--- src/rtl/mac_sequencer.sv ---
// mac_sequencer: operand-side controller that feeds a dot-product job into an external 16x16 MAC ALU.
// Ports:
//   clk, R_n (async active-low reset)
//   start, len                  job request, length latched on acceptance; busy high outside IDLE
//   op_valid/op_ready, op_x/op_b upstream operand pair stream
//   alu_X/alu_B/alu_valid_in/alu_R registered ALU drive; alu_y ALU accumulator readback
//   res_valid/res_ready/res_data captured accumulator result
module mac_sequencer #(
    parameter int LEN_W  = 8,
    parameter int DATA_W = 16,
    parameter int ACC_W  = 39
) (
    input  logic              clk,
    input  logic              R_n,
    input  logic              start,
    input  logic [LEN_W-1:0]  len,
    output logic              busy,
    input  logic              op_valid,
    output logic              op_ready,
    input  logic [DATA_W-1:0] op_x,
    input  logic [DATA_W-1:0] op_b,
    output logic [DATA_W-1:0] alu_X,
    output logic [DATA_W-1:0] alu_B,
    output logic              alu_valid_in,
    output logic              alu_R,
    input  logic [ACC_W-1:0]  alu_y,
    output logic              res_valid,
    input  logic              res_ready,
    output logic [ACC_W-1:0]  res_data
);
    typedef enum logic [2:0] {IDLE, CLEAR, FEED, DRAIN, CAPTURE, DONE} state_t;
    state_t state, state_nx;
    logic [LEN_W-1:0] len_q, cnt;
    logic accept, hs, last;
    always_comb begin
        state_nx = state;
        busy     = state != IDLE;
        op_ready = state == FEED;
        accept   = state == IDLE && start;
        hs       = op_ready && op_valid;
        last     = cnt == len_q - LEN_W'(1);
        unique case (state)
            IDLE:    state_nx = start ? CLEAR : IDLE;
            CLEAR:   state_nx = len_q != '0 ? FEED : CAPTURE;
            FEED:    state_nx = hs && last ? DRAIN : FEED;
            DRAIN:   state_nx = CAPTURE;
            CAPTURE: state_nx = DONE;
            DONE:    state_nx = res_ready ? IDLE : DONE;
            default: state_nx = IDLE;
        endcase
    end
    // alu_R resets high so the ALU accumulator is also cleared while R_n is held low.
    always_ff @(posedge clk or negedge R_n) begin
        if (!R_n) begin
            state        <= IDLE;
            len_q        <= '0;
            cnt          <= '0;
            alu_X        <= '0;
            alu_B        <= '0;
            alu_valid_in <= 1'b0;
            alu_R        <= 1'b1;
            res_valid    <= 1'b0;
            res_data     <= '0;
        end else begin
            state        <= state_nx;
            alu_R        <= accept;
            alu_valid_in <= hs;
            if (accept) begin
                len_q <= len;
                cnt   <= '0;
            end
            if (hs) begin
                alu_X <= op_x;
                alu_B <= op_b;
                cnt   <= cnt + LEN_W'(1);
            end
            // One cycle after DRAIN the ALU has folded in the last pair, so alu_y is final here.
            if (state == CAPTURE) begin
                res_data  <= alu_y;
                res_valid <= 1'b1;
            end
            if (state == DONE && res_ready) res_valid <= 1'b0;
        end
    end
endmodule

--- config.mk ---
export PLATFORM = sky130hd
export DESIGN_NAME = mac_sequencer
export DESIGN_NICKNAME = d
export VERILOG_FILES = /design/src/rtl/mac_sequencer.sv
export SDC_FILE = /design/constraint.sdc
export NUM_CORES = 1
export LEC_CHECK = 0
export CAP_MARGIN = 20
export CORE_ASPECT_RATIO = 0.8
export CORE_MARGIN = 3
export CORE_UTILIZATION = 61
export DETAILED_ROUTE_END_ITERATION = 8
export DONT_BUFFER_PORTS = 1
export PLACE_DENSITY = 0.8
export SKIP_CTS_REPAIR_TIMING = 1
export SLEW_MARGIN = 20
export SYNTH_ARGS = -nofsm -noshare
export SYNTH_HDL_FRONTEND = slang
export SYNTH_SLANG_ARGS = --single-unit
--- constraint.sdc ---
create_clock -name clk -period 5.5 [get_ports clk]
set_clock_uncertainty 0.15 [all_clocks]
set_input_delay 1.375 -clock clk [delete_from_list [all_inputs] [get_ports clk]]
set_output_delay 1.375 -clock clk [all_outputs]
set_load 0.01 [all_outputs]
Yosys cells after proc, flatten, opt, wreduce, memory -nomap -nowiden:

Cells that the tools add are included.

* register bits after elaboration: 93
* input bits: 84

* muxes and demuxes: 9
* add/sub/neg operators: 2
* eq/ne operators: 6
* reductions and logical operators: 9

Operators with widths (count)
* $pmux W3 S6: 1
* $mux W8: 2
* $add A8 B1 Y8 const B: 1
* $eq A8 B8 Y1: 1
* $reduce_bool A8 Y1: 1
* $sub A8 B1 Y8 const B: 1
* $eq A3 B2 Y1 const B: 2
* $eq A3 B3 Y1 const B: 2
* $mux W3: 2
* $logic_and A1 B1 Y1: 4
* $mux W1: 4
* $reduce_bool A2 Y1: 2
* $eq A3 B1 Y1 const B: 1
* $logic_not A3 Y1: 1
* $reduce_bool A3 Y1: 1

Longest topological paths before layout:

* depth after elaboration: 5
* gate-level depth with buffers: 7

Least setup slack after synthesis:

Ideal clock, no wire load.

* path kind: input port to flip-flop
* from: in op_valid
* to: reg state[0]
* cell stages on the path: 5
* slack: 3079 ps
* data arrival time: 2167 ps
* setup time: 103 ps
* required time: 5247 ps
* path through: nand4bb_4 > buf_6 > nor3_2 > o211ai_1 > o41ai_2

* word-level cells in the longest chain between the ends: 4

Ends and longest elaborated chain
* from (decl): line 18 `input logic op_valid,`
* $logic_and A1 B1 Y1: line 40 `hs = op_ready && op_valid;`
* $logic_and A1 B1 Y1: line 45 `FEED: state_nx = hs && last ? DRAIN : FEED;`
* $mux W1: line 45
* $pmux W3 S6: line 42 `unique case (state)`
* named net state_nx[0]: line 32 `state_t state, state_nx;`
* to (signal assigned): line 65 `state <= state_nx;`
* to (decl): line 32

The timed path passes the listed nets, and every way through them passes these cells.
A chain may end at the register's enable or synchronous reset.

Worst setup path in the final report:

* from: reg state[1]
* to: out op_ready

* word-level cells in the longest chain between the ends: 1

Ends and longest elaborated chain
* $eq A3 B2 Y1: line 38 `op_ready = state == FEED;`
* to (decl): line 19 `output logic op_ready,`

No other way between the ends.

==> flow_summary.yaml <==
synthesis:
  synth.most_common_cell: "nand2_1"
  yosys.area.top_type: "dfrtp_1"
  ys_types: 37
  mappedNetlistNets: 436
  synthArstFlopShare: 1.00
  synth_area_leaders: "dfrtp_1, nand2_1, mux2_2"
  netlist_instances: 349
  synth_top_area_frac: 0.600
  ys_warn_count: 0
  synth_top_flop_cell: "dfrtp_1"
  synth_common_cells: "nand2_1, dfrtp_1, mux2_2"
  synth_edf_count: 0
  avgSynthCellArea_um2: 11.0
  synth-seq-cells: 93
  ys_seq_area_frac: 0.607
  synth_area_um2: 3840
routing:
  route.met3.wl_um: 857
  wl_met1_um: 2920
  drc: 0
  dr.pass1.iters: 4
  vias: 2434
  drt-total-wl_um: 7400
  routed_via_density: 5.66
  ant_nets: 0
  wl_met2_um: 3530
  drt_iter0_drc: 192
  routedWlPerCell_um: 17.2
  top_layer: "met4"
final_layout:
  area_growth_pct: 6.52
  final_area_um2: 4090
  stdcell_count: 430
  layout-drive-gt1-share: 0.169
  antennaDiodeCount: 0
  nFillCells: 461
  nets: 432
  postLayoutCoreUtil: 0.681
timing:
  tns_ps: 0
  slew_viol_final: 0
  rsz0062_at_grt: "false"
  setup_viol: 0
  fin_crit_sh: 0.526
  hold_violations: 0
  finalCriticalPeriod_ps: 2890
  worst_slew_pin_slew_ps: 852
  fmax_mhz: 346
  slew_headroom: 0.429
worst_setup_path:
  crit_path_top_delay_cell: "dfrtp_1"
  cpPeakStageDelay_ps: 540
  cp-end-kind: "output port"
  cp.required_ps: 3970
  cp_max_fo: 9
  cp_cell_sequence: "nor3b_1"
  crit_arrival_ps: 1370
  worstSetupPathType: "register to output port"
  cp.buffers_inverters: 0
  cp-start-kind: "register"
  cp_top_family: "flip-flops"
clocking:
  htree_levels: 3
  clockRootBuffer: "clkbuf_8"
  cts_buffer_depth: 2
  cts_buffers: 9
  clk_latency_ps: 360
  cts.clk_slew.worst_paths_ps: 90
  clock-sinks: 93
  cts_tree: "yes"
global_routing:
  grt_pass1_wl_um: 11500
  grt_max_degree: 94
  grt_pass1_vias: 2420
  grt_use_total: 0.206
  antenna_found_initial: 0
  grt-ovfl-total: 0
place:
  gp_congestion: 0.856
  numPortBuffers: 0
  dp_hpwl_um: 5280
  placedInstanceArea_um2: 3870
  dp.cells: 415
run:
  max_cap_viol_count: 0
power_and_ir_drop:
  vdd_drop_max_mv: 0.297
  power_mw: 2.47
  leakagePower_nw: 1.97
  powerDensity_nw_per_um2: 603
hold_path:
  hp-class: "register to register"
die:
  io_pins: 160
  rows: 25
  die_y_um: 77.0
  fp.dieW_um: 94.7
  core_um2: 6010
  die_area_um2: 7290
  floorplan.initialDensity: 0.639
status:
  status: "completed"
cell type report:
cell class                 instances  area (µm²)  share of cell area
clock buffer                      10         138              0.0337
clock inverter                     5        85.1              0.0208
inverter                           6        22.5             0.00551
multi-input combinational        233        1400               0.342
sequential                        93        2330               0.569
tap                               81         101              0.0248
timing repair buffer               2        15.0             0.00367
path summary, 6_finish.rpt:
kind,end,slack (ps),depth (start not counted),start
max in group asynchronous,alu_R,4440,0,R_n
min in group asynchronous,res_data[23],550,0,R_n
hold reg to reg,cnt[6],380,1,cnt[6]
setup / recovery,op_ready,2610,1,state[1]
setup reg to reg,res_data[14],3100,4,state[2]
hold / removal,cnt[6],380,1,cnt[6]
metal layers:
| layer | vias up | global-route usage |
|---|---|---|
| li1 | 1128 | - |
| met2 | 135 | 0.324 |
| met3 | 12 | 0.0824 |
| met5 | - | 0 |
| met4 | 0 | 0.0778 |
| met1 | 1159 | 0.256 |
kinds of logic after synthesis:
| logic type | Yosys count | synth area share |
|---|---|---|
| adders and majority gates | 3 | 0.00978 |
| xor gates and xnor gates | 11 | 0.0251 |
| AOI/OAI and AO/OA | 24 | 0.0411 |
| DFF | 93 | 0.607 |
| muxes | 41 | 0.120 |
| buffers and inverters | 23 | 0.0303 |
| and+or+nand+nor | 154 | 0.168 |
sequential cells by signal, summed over array words and instances, names as in the netlist:
signal,flops
len_q,8
cnt,8
alu_B,16
state,3
alu_R,1
res_valid,1
res_data,39
alu_X,16
alu_valid_in,1
cells in the final DEF (no fill, tap or decap), types with 2 or more instances in the layout:
cell type	Yosys	layout
inv_1	6	6
o21ai_0	10	10
nor3_2	1	2
xnor2_1	6	6
dfrtp_1	92	92
mux2_2	36	36
nor2_1	10	10
nand2_1	125	125
nand2b_1	2	2
ha_1	3	3
nand3_1	4	4
buf_4	0	2
mux2_1	3	3
a21oi_1	4	4
nor3_1	4	3
xor2_1	5	5
o211ai_1	2	2
clkbuf_8	0	10
clkinv_4	0	2
bufinv_16	0	2
and3_1	2	2
mux2i_1	2	2
report_power, final:
group | leakage, nW | switching [mW] | internal, mW
combinational | 0.710 | 0.306 | 0.304
clock | 0.109 | 0.226 | 0.267
sequential | 1.15 | 0.371 | 0.991
total | 1.97 | 0.903 | 1.56
metrics by stage:
step / hold slack, ps / worst slack (ps)
after CTS: 381 / 2590
after global placement: 351 / 2530
after floorplan: 321 / 3080
final: 379 / 2610
after global routing: 400 / 2510
after detailed placement: 367 / 2500
Note: power is estimated with default switching activity, not from simulation.
